--- src/rtl/mux_scan_n_pkg.sv ---
// -----------------------------------------------------------------------------
// mux_pkg
// Shared definitions for the scanning multiplexer family.
//   MODE_MANUAL / MODE_SCAN : encodings of the `mode` input.
//   chan_slice()            : extracts channel i (width w) from a packed flat
//                             vector. Channel i always sits at [i*w +: w]; no
//                             index reversal. Keeping this in one function
//                             keeps the bit-order rule in a single place.
// -----------------------------------------------------------------------------
package mux_pkg;

  localparam logic MODE_MANUAL = 1'b0;
  localparam logic MODE_SCAN   = 1'b1;

  // Upper bounds for the flat bus and a single channel handled by chan_slice.
  localparam int unsigned CHAN_FLAT_MAX = 512;
  localparam int unsigned CHAN_W_MAX    = 64;

  // Return channel i of width w; bits above w are zero.
  function automatic logic [CHAN_W_MAX-1:0] chan_slice(
    input logic [CHAN_FLAT_MAX-1:0] flat,
    input int unsigned              i,
    input int unsigned              w
  );
    logic [CHAN_W_MAX-1:0] keep;
    logic [CHAN_W_MAX-1:0] slice;
    // Shifting the mask by w yields all-zero when w == CHAN_W_MAX, so the
    // inverted mask then keeps every bit.
    keep  = ~({CHAN_W_MAX{1'b1}} << w);
    slice = CHAN_W_MAX'(flat >> (i * w));
    return slice & keep;
  endfunction

endpackage

--- src/rtl/mux_scan_n_rr_find_next.sv ---
// -----------------------------------------------------------------------------
// rr_find_next
// Combinational wrap-around priority search: starting at i_start, find the
// first set bit of i_mask, wrapping modulo N.
// Ports:
//   i_mask  [N]     candidate mask
//   i_start [SEL_W] position to start searching from (expected < N)
//   o_found         at least one mask bit is set
//   o_idx   [SEL_W] index of the first set bit at or after i_start (mod N)
// -----------------------------------------------------------------------------
module rr_find_next #(
  parameter  int unsigned N     = 4,
  localparam int unsigned SEL_W = $clog2(N)
) (
  input  logic [N-1:0]     i_mask,
  input  logic [SEL_W-1:0] i_start,
  output logic             o_found,
  output logic [SEL_W-1:0] o_idx
);

  logic [2*N-1:0] w_dbl;
  logic [N-1:0]   w_rot;

  // Doubling the mask turns the wrapped search into a linear one: after the
  // shift, bit j of w_rot corresponds to channel (i_start + j) mod N.
  assign w_dbl = {i_mask, i_mask};
  assign w_rot = N'(w_dbl >> i_start);

  // Lowest set bit of the rotated mask, mapped back to a channel index.
  always_comb begin
    logic [SEL_W:0] w_sum;
    o_found = 1'b0;
    o_idx   = {SEL_W{1'b0}};
    w_sum   = {(SEL_W+1){1'b0}};
    for (int unsigned j = 0; j < N; j++) begin
      if (!o_found && w_rot[j]) begin
        o_found = 1'b1;
        w_sum   = {1'b0, i_start} + (SEL_W+1)'(j);
        if (w_sum >= (SEL_W+1)'(N)) begin
          o_idx = SEL_W'(w_sum - (SEL_W+1)'(N));
        end else begin
          o_idx = SEL_W'(w_sum);
        end
      end else begin
        o_found = o_found;
      end
    end
  end

endmodule

--- src/rtl/mux_scan_n.sv ---
// -----------------------------------------------------------------------------
// mux_scan_n
// Registered N-channel, W-bit multiplexer with a valid/ready output handshake.
// Manual mode picks the channel from `sel`; scan mode walks round-robin over
// the channels enabled in `en_mask`.
// Ports:
//   clk        clock, rising edge
//   rst        synchronous reset, active-high
//   in_flat    [N*W]   channel data, channel i at [i*W +: W]
//   mode       0 = manual, 1 = auto-scan
//   sel        [SEL_W] manual channel select
//   en_mask    [N]     per-channel enable (both modes)
//   out_data   [W]     registered selected data
//   out_chan   [SEL_W] channel index of out_data
//   out_valid  out_data/out_chan valid
//   out_ready  consumer accepts when out_valid && out_ready
//   sel_err    sticky manual-select error, cleared only by rst
// -----------------------------------------------------------------------------
module mux_scan_n
  import mux_pkg::*;
#(
  parameter  int unsigned N     = 4,
  parameter  int unsigned W     = 8,
  localparam int unsigned SEL_W = $clog2(N)
) (
  input  logic             clk,
  input  logic             rst,
  input  logic [N*W-1:0]   in_flat,
  input  logic             mode,
  input  logic [SEL_W-1:0] sel,
  input  logic [N-1:0]     en_mask,
  output logic [W-1:0]     out_data,
  output logic [SEL_W-1:0] out_chan,
  output logic             out_valid,
  input  logic             out_ready,
  output logic             sel_err
);

  logic [W-1:0]     r_data;
  logic [SEL_W-1:0] r_chan;
  logic             r_valid;
  logic             r_err;
  logic [SEL_W-1:0] r_ptr;

  logic [W-1:0]     w_nxt_data;
  logic [SEL_W-1:0] w_nxt_chan;
  logic             w_nxt_valid;
  logic             w_nxt_err;
  logic [SEL_W-1:0] w_nxt_ptr;

  logic             w_load;
  logic             w_sel_in_range;
  logic             w_sel_ok;
  logic             w_found;
  logic [SEL_W-1:0] w_found_idx;
  logic [SEL_W-1:0] w_ptr_after;
  logic [SEL_W-1:0] w_src;
  logic [W-1:0]     w_src_data;

  // A new beat may be captured when the output slot is empty or being taken.
  assign w_load = !r_valid || out_ready;

  // sel can exceed N-1 when N is not a power of two.
  assign w_sel_in_range = (32'(sel) < N);
  assign w_sel_ok       = w_sel_in_range && en_mask[sel];

  rr_find_next #(
    .N (N)
  ) u_find (
    .i_mask  (en_mask),
    .i_start (r_ptr),
    .o_found (w_found),
    .o_idx   (w_found_idx)
  );

  assign w_ptr_after = (32'(w_found_idx) == (N - 1)) ? {SEL_W{1'b0}}
                                                     : w_found_idx + SEL_W'(1);

  assign w_src      = (mode == MODE_SCAN) ? w_found_idx : sel;
  assign w_src_data = W'(chan_slice(CHAN_FLAT_MAX'(in_flat), 32'(w_src), W));

  // Next-state for the output beat, sticky error and scan pointer.
  always_comb begin
    w_nxt_data  = r_data;
    w_nxt_chan  = r_chan;
    w_nxt_valid = r_valid;
    w_nxt_err   = r_err;
    w_nxt_ptr   = r_ptr;
    if (w_load) begin
      case (mode)
        MODE_MANUAL: begin
          // ptr is left alone so scan resumes where it stopped.
          if (w_sel_ok) begin
            w_nxt_data  = w_src_data;
            w_nxt_chan  = sel;
            w_nxt_valid = 1'b1;
          end else begin
            w_nxt_valid = 1'b0;
            w_nxt_err   = 1'b1;
          end
        end
        MODE_SCAN: begin
          if (w_found) begin
            w_nxt_data  = w_src_data;
            w_nxt_chan  = w_found_idx;
            w_nxt_valid = 1'b1;
            w_nxt_ptr   = w_ptr_after;
          end else begin
            w_nxt_valid = 1'b0;
          end
        end
        default: begin
          w_nxt_valid = 1'b0;
        end
      endcase
    end else begin
      w_nxt_valid = r_valid;
    end
  end

  // Output and pointer registers with synchronous reset.
  always_ff @(posedge clk) begin
    if (rst) begin
      r_data  <= {W{1'b0}};
      r_chan  <= {SEL_W{1'b0}};
      r_valid <= 1'b0;
      r_err   <= 1'b0;
      r_ptr   <= {SEL_W{1'b0}};
    end else begin
      r_data  <= w_nxt_data;
      r_chan  <= w_nxt_chan;
      r_valid <= w_nxt_valid;
      r_err   <= w_nxt_err;
      r_ptr   <= w_nxt_ptr;
    end
  end

  assign out_data  = r_data;
  assign out_chan  = r_chan;
  assign out_valid = r_valid;
  assign sel_err   = r_err;

endmodule

--- config.mk ---
export PLATFORM = sky130hd
export DESIGN_NAME = mux_scan_n
export DESIGN_NICKNAME = d
export VERILOG_FILES = /design/src/rtl/mux_scan_n_pkg.sv /design/src/rtl/mux_scan_n_rr_find_next.sv /design/src/rtl/mux_scan_n.sv
export SDC_FILE = /design/constraint.sdc
export NUM_CORES = 1
export LEC_CHECK = 0
export ABC_CLOCK_PERIOD_IN_PS = 2000
export BUFFER_PORTS_ARGS = -buffer_cell sky130_fd_sc_hd__buf_2
export CAP_MARGIN = 30
export CORE_UTILIZATION = 43
export CTS_CLUSTER_DIAMETER = 150
export DETAILED_ROUTE_END_ITERATION = 8
export PLACE_DENSITY = 0.87
export SLEW_MARGIN = 30
export SYNTH_ARGS = -nofsm -noshare
export SYNTH_HDL_FRONTEND = slang
export SYNTH_SLANG_ARGS = --single-unit
--- constraint.sdc ---
create_clock -name clk -period 2 [get_ports clk]
set_input_delay 0.1 -clock clk [delete_from_list [all_inputs] [get_ports clk]]
set_output_delay 0.1 -clock clk [all_outputs]
set_load 0.05 [all_outputs]
-- After elaboration in Yosys (flattened, before gate mapping)
Index checks and enable logic that the tools add are counted.
- memories kept: 0
- input bits: 42
- bits in writable memories: 0
- bits in read-only memories: 0
- register bits: 14
- output and inout port bits: 12
- latch bits: 0
- equality and inequality tests: 3
- shift operators: 2
- bitwise logic cells: 2
- div/mod/pow operators: 0
- magnitude comparators: 5
- reductions and logical operators: 11
- multiplexer cells: 25
- multipliers: 0
- add/sub/neg operators: 8
- operator list (operator ; number):
    >> shifter 32 x 5 -> 8 bit ; 1
    two-way mux 2 bit ; 12
    two-way mux 8 bit ; 2
    case mux 8 bit (2 select lines) ; 1
    greater-or-equal comparator 3 bit, second input constant ; 3
    AND reduction 3 bit ; 3
    >> shifter 8 x 2 -> 4 bit ; 1
    subtractor 2 x 1 -> 2 bit, second input constant ; 4
    two-way mux 1 bit ; 7
    adder 2 x 2 -> 3 bit, second input constant ; 2
    zero test 1 bit ; 4
    case mux 2 bit (2 select lines) ; 1
    adder 2 x 1 -> 3 bit, second input constant ; 1
    greater-or-equal comparator 2 x 3 -> 1 bit, second input constant ; 1
    logical AND 1 bit ; 3
    < comparator 2 x 3 -> 1 bit, second input constant ; 1
    adder 2 x 1 -> 2 bit, second input constant ; 1
    binary-select mux 1 bit (select 2 bit) ; 1
    == test 2 bit, second input constant ; 1
    != test 2 x 1 -> 1 bit, second input constant ; 1
    != test 2 bit, second input constant ; 1
    NOT 1 bit ; 2
    case mux 1 bit (2 select lines) ; 1
    logical OR 1 bit ; 1

-- Depth between registers and ports, before layout
- depth in word-level cells: 15
- mapped depth: 7
- mapped depth without buffers: 5

-- By module
From an unflattened synthesis, not the netlist that was laid out.
- cell total of the unflattened synthesis: 85
- area total of the unflattened synthesis: 923.4 um^2
- by module, submodules not included (module ; instances ; cells each ; area an instance (um^2)):
    mux_scan_n ; 1 ; 73 ; 849.6
    rr_find_next ; 1 ; 12 ; 73.8

-- Worst setup path after synthesis
Ideal clock, no wire load.
- path kind: reg2reg
- start: register r_ptr[0]
- end: register r_data[0], in the netlist out_data[0]
- slack: 267 ps
- stages on the path, launching flop included: 8
- data arrival time: 1605 ps
- setup time: 128 ps
- path through: dfxtp_1 -> nand2b_1 -> a21o_1 -> a32oi_1 -> buf_2 -> buf_4 -> mux2i_1 -> o221ai_2
- word-level cells in the longest chain between the ends: 15
- elaborated cells on any way between the ends: 37
- classes of those cells: 7 x add/sub; 4 x order compare; 1 x eq/ne; 2 x shift; 16 x mux; 7 x reduce/logical
- ends and longest elaborated chain (item ; line ; RTL):
    start, declared ; mux_scan_n.sv:43 ; logic [SEL_W-1:0] r_ptr;
    start signal, assigned ; mux_scan_n.sv:128 ; r_ptr <= {SEL_W{1'b0}};
    start signal, assigned ; mux_scan_n.sv:134 ; r_ptr <= w_nxt_ptr;
    parallel branches: the longest is 15 deep, another holds adder 2 x 1 -> 3 bit ; -- ;
    end signal, assigned ; mux_scan_n.sv:124 ; r_data <= {W{1'b0}};
    end signal, assigned ; mux_scan_n.sv:130 ; r_data <= w_nxt_data;
    end, declared ; mux_scan_n.sv:39 ; logic [W-1:0] r_data;
Parallel ways; which one is timed is not known. The select of a mux whose other input is x is not followed.
A chain may end at the register's enable or synchronous reset.

-- Worst setup path after layout
- start: register r_ptr[1]
- end: register r_data[4], in the netlist out_data[4]
The elaborated chain is that of the path after synthesis.

==> results by group <==
Floorplanning
  – I/O pin total: 54
  – Die W: 49.0 um
  – FP Rows: 16
  – Die height: 49.0 um
  – Die Area: 2400 um^2
  – Initial Util: 0.470
  – Core Box Area: 2020 um^2

Clock network
  – Hold Buf Count CTS: 0
  – Post_cts resized: 0
  – Setup Buffers After CTS: 0
  – Max Buffers Root-to-Sink: 2
  – Clock slew at reported path FFs: 0.09 ns
  – Clock latency on the worst-skew pair: 0.28 ns
  – Inserted Clock Buffers: 3
  – Root buffer cell: clkbuf_4
  – Sink Count: 14
  – CTS tree: built
  – H-tree depth: 1

Cells and area
  – Syn-to-layout area delta: 35.8%
  – Nets: just under 200
  – Layout cells sized above 1: 0.464
  – Final Instance Area: 1290 um^2
  – Ant. Diodes: 0
  – Non-filler instance count after layout: 178
  – Fin util: 0.639
  – Most frequent cells in the layout: 53 x buf_2, 18 x mux2i_1, 14 x dfxtp_1, 8 x nand3b_1, 8 x o221ai_2
  – Commonest non-fill, non-tap cell in the layout: buf_2

Yosys
  – Top FF cell, synth: dfxtp_1
  – Top cell type's share of synthesized area: 0.295
  – Asr flop ratio synth: 0
  – Avg Inst Size Synth: just under 10 um^2
  – Post-synth net total: 139
  – Synth warn: 0
  – Netlist Area Pre-Place: roughly 950 um^2
  – Seq cells post-synth: 14
  – Cell taking the most area after synthesis: dfxtp_1
  – Distinct cell type count after synthesis: 31
  – Top post-synthesis cells by area: dfxtp_1 29%, mux2i_1 19%, o221ai_2 13%
  – Post-synthesis sequential area ratio: 0.295
  – Post-synth EDFFs: 0
  – Mapped Cells: 97

Drt
  – Vias/cell: 5.48
  – DR DRC count: 0
  – Per-cell routed wire length: 13.1 um
  – Antenna Violating Nets Remaining: 0
  – DRT iter0 DRCs: 21
  – Post-Route WL: 2330 um
  – Drt pass-1 iters: 4
  – Vias post-DR: 975

Pwr
  – Total power: ~900 uW
  – Peak supply drop: 0.356 mV
  – Power Density: a little over 700 nW/um^2
  – Leakage: 0.626 nW

Timing
  – # setup viols final: 0
  – RSZ-0062 raised after global routing: false
  – Layout Skew: ~0.0032 ns
  – Worst slew pin tran: between 0.4 and 0.5 ns
  – Setup_tns: 0 ns
  – Hold_ws: 0.113 ns
  – Final cycle utilization of the critical path: 0.924
  – Slew headroom: 0.702
  – Final Worst Setup Slack: 0.152 ns
  – Slew Limit Fails: 0
  – Fin crit period: between 1.5 and 2 ns
  – F_max: between 500 and 600 MHz
  – Hold Fails Final Rpt: 0

Setup path
  – Critical path class: flip-flop to flip-flop
  – R2R Path Start: r_ptr[1]
  – Max incr delay on CP: between 0.5 and 0.6 ns
  – Crit path max-delay cell type: or3_1
  – Crit end category: flip-flop
  – CP max FO: 8
  – Cell Chain, Critical Path: nand3_1 -> a311o_1 -> o311a_1 -> or3_1 -> o221ai_2
  – CP Launch Point: r_ptr[1]
  – Critical Path Start Type: flip-flop
  – Required time of the critical path: 2.21 ns
  – CP arrival: 2.06 ns

GRT
  – Number of global-route vias before repair: 942
  – Total grt overflow: 0
  – GRT Overall Usage: 0.216
  – First-pass GRT wire length: 4050 um
  – Antenna violations before repair: 0
  – Largest net degree at the start of global routing: 18

Placement
  – Pre-CTS WS: 0.148 ns
  – Dpl cell area: 1250 um^2
  – Dpl cells: between 150 and 200
  – Hpwl dp: 1880 um
  – Port bufs: 53
  – Gpl congestion: 0.886

Flow run
  – Max_cap viols: 0

Run status
  – Status: completed

Hold path
  – Hold Startpoint: in_flat[12]
  – Worst Hold Class: input pin to flip-flop
==> worst paths after layout <==
kind / end / slack [ns] / cells past startpoint
worst max-delay path: out_data[4] / 0.15 / 5
worst min-delay path: out_data[4] / 0.11 / 3
worst max register to register: out_data[4] / 0.15 / 5
worst min register to register: out_chan[0] / 0.49 / 2
==> kinds of logic (layout without fill, tap and decap cells) <==
group / after synthesis / count (layout) / share of synthesized area
AO/OA/AOI/OAI: 24 / 24 / 0.238
AND/OR/NAND/NOR: 33 / 33 / 0.207
multiplexers: 19 / 19 / 0.217
buffers and inverters: 7 / 61 / 0.0434
flip-flops: 14 / 14 / 0.295
==> layout make-up <==
type,instances,area [um^2]
fillers,162,731
multi-input cells,76,637
repair buffers,56,300
flip-flops and latches,14,280
clock buffers,4,36.3
well taps,27,33.8
inverters,1,3.75
==> cell usage after synthesis, types with 2 or more instances <==
cell type and number:
mux2i_1 18, buf_2 3, nand3_1 2, nor2b_1 5, nor2_1 5, or2_1 2, a21o_1 2, nand2b_1 3
nand3b_1 8, o221ai_2 8, a21oi_1 4, o21ai_0 3, dfxtp_1 14, nand2_1 3
==> critical path, delay by kind of cell, from the launching register on <==
| family | cells | cell delay (ns) |
|---|---|---|
| AND/OR/NAND/NOR | 2 | 0.62 |
| AO/OA/AOI/OAI | 3 | 0.73 |
| flip-flops | 1 | 0.44 |
==> flip-flops by register name, summed over array words and instances (netlist names) <==
| signal | cells |
|---|---|
| sel_err | 1 |
| out_valid | 1 |
| out_data | 8 |
| r_ptr | 2 |
| out_chan | 2 |
==> metal layers <==
layer,share of wire,wire length (um),vias to the layer above,GRT usage
li1,-,-,483,-
met1,0.41,952,446,0.258
met2,0.52,1200,42,0.387
met3,0.056,130,4,0.0280
met4,0.018,43,0,0.0882
met5,0,0,-,0
==> where the power goes <==
group / internal (mW) / switching [mW]
combinational: 0.146 / 0.227
sequential: 0.312 / 0.0211
clock: 0.111 / 0.0957
total: 0.569 / 0.343
Power figures use the tool's default switching activity.
